## src/rtl/pu_msp430_wb_sr.sv

```systemverilog
// rtl/pu_msp430_wb_sr.sv - MSP430 writeback stage: register/memory routing and R2 status register.
// Optional SCG0/SCG1 write support is enabled with `define PU_MSP430_SCG_EN.
module pu_msp430_wb_sr #(
    parameter logic [15:0] SR_RST = 16'h0000
) (
    input  logic        mclk,
    input  logic        puc_rst,
    input  logic        wb_valid,
    output logic        wb_ready,
    input  logic [15:0] alu_out,
    input  logic [3:0]  alu_stat,
    input  logic [3:0]  alu_stat_wr,
    input  logic        inst_bw,
    input  logic        dst_mem,
    input  logic [3:0]  dst_reg,
    input  logic [15:0] dst_addr,
    input  logic        irq_ack,
    input  logic        reti_sr,
    output logic        reg_we,
    output logic [3:0]  reg_addr,
    output logic [15:0] reg_data,
    output logic        mem_wr,
    output logic [1:0]  mem_be,
    output logic [15:0] mem_addr,
    output logic [15:0] mem_data,
    input  logic        mem_ack,
    output logic [3:0]  status,
    output logic        gie,
    output logic        cpuoff,
    output logic        oscoff,
    output logic        scg1
);

    typedef enum logic {IDLE, MEM_WAIT} state_t;

`ifdef PU_MSP430_SCG_EN
    localparam logic [8:0] SR_WMASK = 9'h1FF;
`else
    localparam logic [8:0] SR_WMASK = 9'h13F;
`endif

    state_t      state_q, state_d;
    logic        wb_ready_q, wb_ready_d;
    logic        reg_we_q, reg_we_d;
    logic [3:0]  reg_addr_q, reg_addr_d;
    logic [15:0] reg_data_q, reg_data_d;
    logic        mem_wr_q, mem_wr_d;
    logic [1:0]  mem_be_q, mem_be_d;
    logic [15:0] mem_addr_q, mem_addr_d;
    logic [15:0] mem_data_q, mem_data_d;
    logic [8:0]  sr_q, sr_d;

    logic accept;
    logic sr_full_wr;
    logic reg_wr;

    always_comb begin
        state_d    = state_q;
        wb_ready_d = wb_ready_q;
        reg_we_d   = 1'b0;
        reg_addr_d = reg_addr_q;
        reg_data_d = reg_data_q;
        mem_wr_d   = mem_wr_q;
        mem_be_d   = mem_be_q;
        mem_addr_d = mem_addr_q;
        mem_data_d = mem_data_q;
        sr_d       = sr_q;

        accept     = wb_valid & wb_ready_q;
        sr_full_wr = accept & (reti_sr | (~dst_mem & (dst_reg == 4'd2)));
        reg_wr     = accept & ~dst_mem & (dst_reg != 4'd2) & (dst_reg != 4'd3);

        case (state_q)
            IDLE: begin
                if (accept && dst_mem) begin
                    state_d    = MEM_WAIT;
                    mem_wr_d   = 1'b1;
                    wb_ready_d = 1'b0;
                    if (inst_bw) begin
                        mem_addr_d = dst_addr;
                        mem_data_d = {alu_out[7:0], alu_out[7:0]};
                        mem_be_d   = dst_addr[0] ? 2'b10 : 2'b01;
                    end else begin
                        mem_addr_d = {dst_addr[15:1], 1'b0};
                        mem_data_d = alu_out;
                        mem_be_d   = 2'b11;
                    end
                end
            end
            MEM_WAIT: begin
                // mem_* stay frozen until the ack, so the memory side sees a stable request
                if (mem_ack) begin
                    state_d    = IDLE;
                    mem_wr_d   = 1'b0;
                    wb_ready_d = 1'b1;
                end
            end
            default: begin
                state_d    = IDLE;
                mem_wr_d   = 1'b0;
                wb_ready_d = 1'b1;
            end
        endcase

        if (reg_wr) begin
            reg_we_d   = 1'b1;
            reg_addr_d = dst_reg;
            reg_data_d = inst_bw ? {8'h00, alu_out[7:0]} : alu_out;
        end

        if (sr_full_wr) begin
            sr_d = (inst_bw ? {1'b0, alu_out[7:0]} : alu_out[8:0]) & SR_WMASK;
        end else if (accept) begin
            if (alu_stat_wr[0]) sr_d[0] = alu_stat[0];
            if (alu_stat_wr[1]) sr_d[1] = alu_stat[1];
            if (alu_stat_wr[2]) sr_d[2] = alu_stat[2];
            if (alu_stat_wr[3]) sr_d[8] = alu_stat[3];
        end

        // Interrupt entry wakes the CPU regardless of what the beat wrote into SR
        if (irq_ack) begin
            sr_d[3] = 1'b0;
            sr_d[4] = 1'b0;
            sr_d[5] = 1'b0;
            sr_d[7] = 1'b0;
        end
    end

    always_ff @(posedge mclk) begin
        if (puc_rst) begin
            state_q    <= IDLE;
            wb_ready_q <= 1'b1;
            reg_we_q   <= 1'b0;
            reg_addr_q <= 4'h0;
            reg_data_q <= 16'h0000;
            mem_wr_q   <= 1'b0;
            mem_be_q   <= 2'b00;
            mem_addr_q <= 16'h0000;
            mem_data_q <= 16'h0000;
            sr_q       <= SR_RST[8:0];
        end else begin
            state_q    <= state_d;
            wb_ready_q <= wb_ready_d;
            reg_we_q   <= reg_we_d;
            reg_addr_q <= reg_addr_d;
            reg_data_q <= reg_data_d;
            mem_wr_q   <= mem_wr_d;
            mem_be_q   <= mem_be_d;
            mem_addr_q <= mem_addr_d;
            mem_data_q <= mem_data_d;
            sr_q       <= sr_d;
        end
    end

    assign wb_ready = wb_ready_q;
    assign reg_we   = reg_we_q;
    assign reg_addr = reg_addr_q;
    assign reg_data = reg_data_q;
    assign mem_wr   = mem_wr_q;
    assign mem_be   = mem_be_q;
    assign mem_addr = mem_addr_q;
    assign mem_data = mem_data_q;
    assign status   = {sr_q[8], sr_q[2], sr_q[1], sr_q[0]};
    assign gie      = sr_q[3];
    assign cpuoff   = sr_q[4];
    assign oscoff   = sr_q[5];
`ifdef PU_MSP430_SCG_EN
    assign scg1     = sr_q[7];
`else
    assign scg1     = 1'b0;
`endif

endmodule

```

## config.mk

```make
export PLATFORM = sky130hd
export DESIGN_NAME = pu_msp430_wb_sr
export DESIGN_NICKNAME = d
export VERILOG_FILES = /design/src/rtl/pu_msp430_wb_sr.sv
export SDC_FILE = /design/constraint.sdc
export NUM_CORES = 1
export LEC_CHECK = 0
export CORE_ASPECT_RATIO = 1.4
export CORE_MARGIN = 5
export CORE_UTILIZATION = 37
export DETAILED_ROUTE_END_ITERATION = 12
export PLACE_DENSITY = 0.79
export SYNTH_ARGS = -nofsm -noshare
export SYNTH_HDL_FRONTEND = slang
export SYNTH_SLANG_ARGS = --single-unit
```

## constraint.sdc

```tcl
create_clock -name mclk -period 3.8 [get_ports mclk]
set_input_delay 0.76 -clock mclk [delete_from_list [all_inputs] [get_ports mclk]]
set_output_delay 0.76 -clock mclk [all_outputs]
set_load 0.005 [all_outputs]
```

==> flow_metrics.env, run 1 <==
export IMPL_setup_viol=0
export IMPL_synth_distinct_cells=28
export IMPL_dieArea_mm2=0.008512
export IMPL_finalHoldViolCount=0
export IMPL_antenna_cells=0
export IMPL_register_area_mm2=0.001301
export IMPL_fp_row_count=35
export IMPL_post_drt_wl_per_cell_um=15.20
export IMPL_synth_top_area_share_pct=52.13
export IMPL_drt_iter0_markers=80
export IMPL_clk_pin_slew_worst_paths_ps=70
export IMPL_skew_ps=7.943
export IMPL_post_cts_setup_buffers=0
export IMPL_worst_path_stages=5
export IMPL_track_usage_pct=17.54
export IMPL_drv_slew=0
export IMPL_synth_most_common_cell="nand2_1"
export IMPL_place_congestion=0.7558
export IMPL_ys_warn_count=0
export IMPL_reg2reg_depth=4
export IMPL_endpoint_kind="flip-flop"
export IMPL_path_cells="clkdlybuf4s50_1 -> and2_1 -> nand3b_4 -> a211oi_1 -> nor3_1"
export IMPL_slowest_stage="clkdlybuf4s50_1"
export IMPL_fmax_ghz=0.4136
export IMPL_root_buffer="clkbuf_8"
export IMPL_final_cells=483
export IMPL_drive_gt1_share_pct=6.357
export IMPL_placed_area_mm2=0.003620
export IMPL_max_clock_path_buffers=2
export IMPL_synthCells=298
export IMPL_crit_type="input port to flip-flop"
export IMPL_die_w_um=79.42
export IMPL_cts_resized=0
export IMPL_rsz0062_at_grt="no"
export IMPL_cp_top_family="simple AND/OR/NAND/NOR gates"
export IMPL_start_util_pct=38.00
export IMPL_finalNetCount=456
export IMPL_tightest_slew_ps=1201
export IMPL_postRouteAntennaNets=0
export IMPL_via_count=2430
export IMPL_synth_main_ff_cell="dfxtp_1"
export IMPL_drt_pass1_iter_count=4
export IMPL_ys_seq_elements=65
export IMPL_dp_cells=467
export IMPL_tns_ps=0
export IMPL_cts_num_sinks=65
export IMPL_post_route_period_util_pct=63.62
export IMPL_gr_total_overflow=0
export IMPL_maxCapViolCount=0
export IMPL_multi_input_area_mm2=0.001072
export IMPL_finalCriticalPeriod_ps=2418
export IMPL_arrival_ps=2590
export IMPL_wl_met1_um=2880
export IMPL_detail_route_vias_per_cell=5.031
export IMPL_core_area_mm2=0.006569
export IMPL_p_per_area_mw_per_mm2=440.1
export IMPL_syn_to_final_growth_pct=54.79
export IMPL_fin_area_mm2=0.003864
export IMPL_ir_worst_vdd_v=0.0002515
export IMPL_port_buffers=115
export IMPL_clk_latency_ps=340
export IMPL_grt_first_pass_wirelength_um=11340
export IMPL_seq_area_frac_synth_pct=52.13
export IMPL_power_leakage_uw=0.001383
export IMPL_grt_max_degree=65
export IMPL_die_h_um=107.2
export IMPL_max_stage_delay_ps=500
export IMPL_num_fill_cells=610
export IMPL_routed_wl_um=7342
export IMPL_synth_edff_count=0
export IMPL_route_met3_wl_um=601
export IMPL_cts_tree="yes"
export IMPL_ys_async_sr_fraction_pct=0
export IMPL_top_layer="met4"
export IMPL_drc=0
export IMPL_grt_pass1_vias=2293
export IMPL_path_buf_inv=1
export IMPL_avgSynthCellArea_um2=8.376
export IMPL_hold_buffers=0
export IMPL_critPathMaxFanout=35
export IMPL_dp_hpwl_um=5326
export IMPL_cts_htree_levels=3
export IMPL_wl_met2_um=3666
export IMPL_synth_common_cells="nand2_1 (97), dfxtp_1 (65), a21oi_1 (46)"
export IMPL_cp_required_ps=3970
export IMPL_outcome="finished clean"
export IMPL_synth_top_area_cell="dfxtp_1"
export IMPL_syn_nets=350
export IMPL_io_pins=117
export IMPL_start_kind="input port"
export IMPL_antenna_found_initial=0
export IMPL_cts_buffers=9
export IMPL_whs_path_depth=2
export IMPL_slew_headroom_pct=19.90
export IMPL_ys_top_cells_by_area="dfxtp_1 (52%), nand2_1 (15%), a21oi_1 (9.2%), nor2_1 (2.4%), buf_6 (2.3%)"
export IMPL_min_path_type="flip-flop to flip-flop"
export IMPL_syn_area_mm2=0.002496
[cell families after synthesis]
logic type | count (synthesis) | synth area share [%]
and+or+nand+nor | 147 | 26.47
DFF | 65 | 52.13
AOI/OAI and AO/OA | 60 | 14.54
buffers and inverters | 21 | 5.113
muxes | 4 | 1.604
other | 1 | 0.1502
[layout make-up]
cell class,instances,area share (%)
multi-input cells,212,27.75
repair buffers,116,29.86
clock inverters,5,2.655
well taps,74,2.396
flip-flops and latches,65,33.68
clock buffers,11,3.659
[layout by cell type (no fill, tap or decap), drive strengths merged, types with 2 or more instances in the layout]
cell type and instances:
a311oi 3, bufinv 3, clkbuf 11, nand2 97, a211oi 9, nand3 4, clkdlybuf4s50 114, mux2i 4
buf 2, nor3b 4, nor3 13, nor2 16, a21oi 46, nor2b 8, dfxtp 65
[tightest hold or removal path: stages, from the launching register on]
cell and delay (ps):
dfxtp_1 310, nand2_1 50, a21oi_1 50
[stage by stage]
stage	hold slack (ps)	utilization (%)	setup slack, ps	total power [uW]
final	453.7	58.82	1382	1700
after CTS	456.0	58.82	1373	1718
after detailed placement	446.1	55.10	1018	1005
after floorplan	452.7	-	2109	857.7
after global placement	440.5	55.10	1023	1000
after global routing	475.1	58.82	1134	1783
[where the power goes]
group	switching (uW)	leakage, uW	internal, uW
Sequential	18.8	0.000531	718
Combinational	111	0.000733	140
Clock	260	0.000120	453
[state kept, by name (all words and copies together) (netlist names)]
name	cells
mem_addr	16
sr_q	7
reg_we	1
mem_data	16
mem_wr	1
wb_ready	1
state_q	1
reg_data	16
reg_addr	4
mem_be	2
[metal layers]
| layer | vias to the layer above | GRT usage (%) |
|---|---|---|
| met5 | - | 0 |
| met4 | 0 | 8.722 |
| met3 | 18 | 7.059 |
| met2 | 100 | 28.86 |
| met1 | 1110 | 19.37 |
| li1 | 1202 | - |
[final timing paths]
check	endpoint	start	slack, ps
max	mem_data[15]	wb_valid	1380
min	mem_addr[13]	mem_addr[13]	450
max reg2reg	mem_data[15]	wb_ready	1900
min reg2reg	mem_addr[13]	mem_addr[13]	450
Power figures use the tool's default switching activity.
==> run 2: changes to the inputs <==
- clock period: 3.8 -> 2.3 ns (I/O delays scaled with it)
==> run 2 against run 1 <==
Compared with the run above: hold slack improved by 2.7 ps; die area unchanged; combinational power increased by 75%; design area increased by 1.8%; critical path depth increased by 1; first-iteration DRC count increased by 15%; critical path type unchanged; via count increased by 2.4%; sequential cell count unchanged; sequential power increased by 66%; routed wire length increased by 5.1%.
==> flow_metrics.env, run 2 (synthesis gave the netlist of run 1 again) <==
export IMPL_slew_headroom_pct=62.37
export IMPL_final_cell_mix="clkdlybuf4s50_1 (114), nand2_1 (97), dfxtp_1 (65), a21oi_1 (46), nor2_1 (16)"
export IMPL_register_area_mm2=0.001301
export IMPL_track_usage_pct=18.21
export IMPL_setup_viol=0
export IMPL_final_common_cell="clkdlybuf4s50_1"
export IMPL_die_h_um=107.2
export IMPL_swShare_pct=23.80
export IMPL_dieArea_mm2=0.008512
export IMPL_grt_pass1_vias=2405
export IMPL_clk_pin_slew_worst_paths_ps=70
export IMPL_cts_resized=0
export IMPL_tightest_slew_ps=561.5
export IMPL_post_cts_setup_buffers=0
export IMPL_grt_first_pass_wirelength_um=11780
export IMPL_min_path_type="flip-flop to flip-flop"
export IMPL_drt_pass1_iter_count=4
export IMPL_clk_latency_ps=330
export IMPL_cp_required_ps=2570
export IMPL_syn_to_final_growth_pct=57.54
export IMPL_skew_ps=6.944
export IMPL_placed_area_mm2=0.003712
export IMPL_antenna_found_initial=0
export IMPL_dp_hpwl_um=5655
export IMPL_cts_htree_levels=3
export IMPL_final_util_pct=59.87
export IMPL_tns_ps=0
export IMPL_cts_num_sinks=65
export IMPL_fmax_ghz=0.5517
export IMPL_hold_buffers=0
export IMPL_place_congestion=0.7938
export IMPL_intPower_uw=2073
export IMPL_via_count=2488
export IMPL_critPathMaxFanout=11
export IMPL_gr_total_overflow=0
export IMPL_core_area_mm2=0.006569
export IMPL_num_fill_cells=606
export IMPL_multi_input_area_mm2=0.001072
export IMPL_comb_power_share_pct=16.1
export IMPL_endpoint_kind="flip-flop"
export IMPL_io_pins=117
export IMPL_start_kind="input port"
export IMPL_grt_max_degree=65
export IMPL_cts_tree="yes"
export IMPL_detail_route_vias_per_cell=5.057
export IMPL_post_drt_wl_per_cell_um=15.68
export IMPL_drc=0
export IMPL_fp_row_count=35
export IMPL_finalCriticalPeriod_ps=1813
export IMPL_finalNetCount=465
export IMPL_clock_power_share_pct=39.1
export IMPL_post_route_period_util_pct=78.80
export IMPL_postRouteAntennaNets=0
export IMPL_antenna_cells=0
export IMPL_switchingPower_uw=647.5
export IMPL_outcome="finished clean"
export IMPL_pwr_share_seq_pct=44.8
export IMPL_root_buffer="clkbuf_8"
export IMPL_drv_slew=0
export IMPL_ir_worst_vdd_v=0.0003908
export IMPL_port_buffers=115
export IMPL_start_util_pct=38.00
export IMPL_routed_wl_um=7713
export IMPL_die_w_um=79.42
export IMPL_fin_area_mm2=0.003933
export IMPL_drive_gt1_share_pct=8.373
export IMPL_arrival_ps=2080
export IMPL_power_leakage_uw=0.001431
export IMPL_rsz0062_at_grt="no"
export IMPL_max_clock_path_buffers=2
export IMPL_crit_type="input port to flip-flop"
export IMPL_power_uw=2720
export IMPL_p_per_area_mw_per_mm2=691.8
export IMPL_cts_buffers=9
export IMPL_finalHoldViolCount=0
export IMPL_maxCapViolCount=0
export IMPL_drt_iter0_markers=92
run 2: changes by cell type in the layout (fill, tap and decap cells not counted), sizes merged:
cell      previous run  this run
bufinv               3         2
buf                  2        11
clkinvlp             1         0
clkinv               1         3
run 2: final cells by class:
cell class	count	area share (%)
well taps	74	2.354
flip-flops and latches	65	33.09
repair buffers	125	31.69
multi-input cells	212	27.27
clock inverters	5	2.004
clock buffers	11	3.595
run 2: metrics by stage:
| stage | std cells | worst slack [ps] | hold WS [ps] |
|---|---|---|---|
| floorplan | 298 | 908.7 | 452.7 |
| global placement | 476 | 228.9 | 440.9 |
| detailed placement | 476 | 139.0 | 446.3 |
| CTS | 492 | 500.1 | 456.1 |
| global route | 492 | 388.3 | 478.8 |
| finish | 492 | 487.5 | 456.4 |
run 2: power by group through the flow:
stage               combinational, uW  clock [uW]  sequential, uW
finish                            438        1060            1220
CTS                               442        1090            1220
global placement                  433           0            1240
floorplan                         171           0            1250
global route                      474        1140            1230
detailed placement                439           0            1240
run 2: path summary, 6_finish.rpt:
check	cells past startpoint	start	slack (ps)	end
setup / recovery	6	wb_valid	490	reg_data[8]
hold / removal	2	mem_addr[0]	460	mem_addr[0]
setup reg to reg	5	wb_ready	690	reg_data[8]
hold reg to reg	2	mem_addr[0]	460	mem_addr[0]
run 2: metal layers:
metal	wire (um)	track usage (%)	vias up
met2	4066	31.75	81
li1	-	-	1218
met5	0	0	-
met1	3022	20.22	1178
met4	120	7.248	0
met3	504	5.882	11
run 2: critical path, cell delays in order:
cell,delay [ps]
clkdlybuf4s50_1,490
nand2_1,140
nor3_2,510
buf_4,280
nand2_1,70
a21oi_1,130
==> run 3: changes to the inputs <==
- PLACE_DENSITY: 0.79 -> 0.82
- clock period: 2.3 -> 1.6 ns (I/O delays scaled with it)
==> run 3 against run 2 <==
Compared with the run above: critical path depth unchanged; highest routed layer unchanged; total power is 42% higher; routed wire length shrank 2.1%; largest power group unchanged; via count about the same; hold slack got worse by 170 ps; critical path type unchanged.
==> flow_metrics.env, run 3 (synthesis gave the netlist of run 1 again) <==
export IMPL_via_count=2490
export IMPL_path_cells="clkdlybuf4s50_1 -> nor3b_4 -> or3_1 -> buf_4 -> nand2_1 -> a21oi_1"
export IMPL_drv_slew=0
export IMPL_r2r_slack_ps=250
export IMPL_swShare_pct=24.82
export IMPL_dp_hpwl_um=5769
export IMPL_r2r_start="wb_ready"
export IMPL_post_drt_wl_per_cell_um=15.01
export IMPL_cts_htree_levels=3
export IMPL_io_pins=117
export IMPL_cp_top_family="buffers and inverters"
export IMPL_finalCriticalPeriod_ps=1539
export IMPL_start_util_pct=38.00
export IMPL_fmax_ghz=0.6497
export IMPL_start_kind="input port"
export IMPL_switchingPower_uw=960.7
export IMPL_intPower_uw=2909
export IMPL_power_leakage_uw=0.001489
export IMPL_min_path_type="input port to flip-flop"
export IMPL_clk_latency_ps=330
export IMPL_max_clock_path_buffers=2
export IMPL_place_congestion=0.7685
export IMPL_postRouteAntennaNets=0
export IMPL_grt_max_degree=45
export IMPL_cts_buffers=9
export IMPL_num_fill_cells=578
export IMPL_gr_total_overflow=0
export IMPL_detail_route_vias_per_cell=4.950
export IMPL_finalNetCount=476
export IMPL_post_cts_setup_buffers=0
export IMPL_skew_ps=7.236
export IMPL_syn_to_final_growth_pct=62.56
export IMPL_path_buf_inv=2
export IMPL_drt_iter0_markers=96
export IMPL_comb_power_share_pct=17.3
export IMPL_cp_required_ps=1870
export IMPL_multi_input_area_mm2=0.001085
export IMPL_antenna_found_initial=0
export IMPL_worstHoldStart="puc_rst"
export IMPL_placed_area_mm2=0.003832
export IMPL_port_buffers=115
export IMPL_die_h_um=107.2
export IMPL_crit_start="dst_reg[2]"
export IMPL_max_stage_delay_ps=480
export IMPL_cts_tree="yes"
export IMPL_outcome="finished clean"
export IMPL_p_per_area_mw_per_mm2=953.8
export IMPL_fin_area_mm2=0.004058
export IMPL_finalHoldViolCount=0
export IMPL_clock_power_share_pct=37.4
export IMPL_track_usage_pct=17.89
export IMPL_fin_ws_ps=60.73
export IMPL_critPathMaxFanout=15
export IMPL_final_cell_mix="clkdlybuf4s50_1 (114), nand2_1 (97), dfxtp_1 (64), a21oi_1 (46)"
export IMPL_pwr_share_seq_pct=45.2
export IMPL_fp_row_count=35
export IMPL_grt_first_pass_wirelength_um=11660
export IMPL_antenna_cells=0
export IMPL_maxCapViolCount=0
export IMPL_clk_pin_slew_worst_paths_ps=70
export IMPL_drc=0
export IMPL_post_route_period_util_pct=96.20
export IMPL_endpoint_kind="flip-flop"
export IMPL_die_w_um=79.42
export IMPL_ir_worst_vdd_v=0.0006128
export IMPL_drive_gt1_share_pct=11.19
export IMPL_crit_type="input port to flip-flop"
export IMPL_register_area_mm2=0.001303
export IMPL_drt_pass1_iter_count=4
export IMPL_routed_wl_um=7548
export IMPL_cts_num_sinks=65
export IMPL_grt_pass1_vias=2396
export IMPL_arrival_ps=1810
export IMPL_core_area_mm2=0.006569
export IMPL_root_buffer="clkbuf_8"
export IMPL_slowest_stage="clkdlybuf4s50_1"
export IMPL_final_common_cell="clkdlybuf4s50_1"
export IMPL_pre_cts_ws_ps=-282.8
export IMPL_setup_viol=0
export IMPL_dieArea_mm2=0.008512
==> run 3: repair_timing <==
action                                  in CTS  in global routing
endpoints found under the setup margin       0                  3
resized for setup                            0                  3
hold buffers                                 0                  0
==> run 3: stage by stage <==
step	hold slack, ps	std cells	utilization (%)	TNS [ps]	total power (uW)
2_1_floorplan	399.3	298	-	0	2037
3_3_place_gp	441.1	487	58.34	-8562	2440
4_1_cts	276.9	503	61.56	0	3907
6_report	282.3	503	61.77	0	3870
3_5_place_dp	446.8	487	58.34	-12320	2459
5_1_grt	294.4	503	61.77	-70.59	4068
==> run 3: cell type report <==
type	instances	area share, %
timing repair buffer	136	33.67
sequential	65	32.10
multi-input combinational	212	26.73
clock buffer	11	3.731
tap	74	2.282
clock inverter	5	1.480
==> run 3: layer usage <==
layer / global-route usage (%) / up-vias / routed length (um)
met1: 18.95 / 1148 / 2777
met2: 31.99 / 85 / 4063
met3: 5.042 / 17 / 516
met5: 0 / - / 0
li1: - / 1240 / -
met4: 8.722 / 0 / 191
==> run 3: final timing paths <==
| path | end | cells past startpoint |
|---|---|---|
| max | reg_data[6] | 6 |
| max reg2reg | reg_data[6] | 5 |
| min | reg_data[0] | 2 |
| min reg2reg | mem_data[0] | 2 |
==> run 3: worst reg2reg max path, cell delays in order, from the launching register on <==
cell and delay, ps:
dfxtp_2 350, nand2_1 120, or3_1 390, buf_4 210, nand2_1 100, a21oi_1 70
==> run 3: power groups by stage <==
| stage | Sequential, uW | Combinational (uW) | Clock, uW |
|---|---|---|---|
| floorplan | 1790 | 245 | 0 |
| global placement | 1780 | 657 | 0 |
| detailed placement | 1790 | 671 | 0 |
| CTS | 1750 | 675 | 1480 |
| global route | 1760 | 726 | 1580 |
| finish | 1750 | 670 | 1450 |
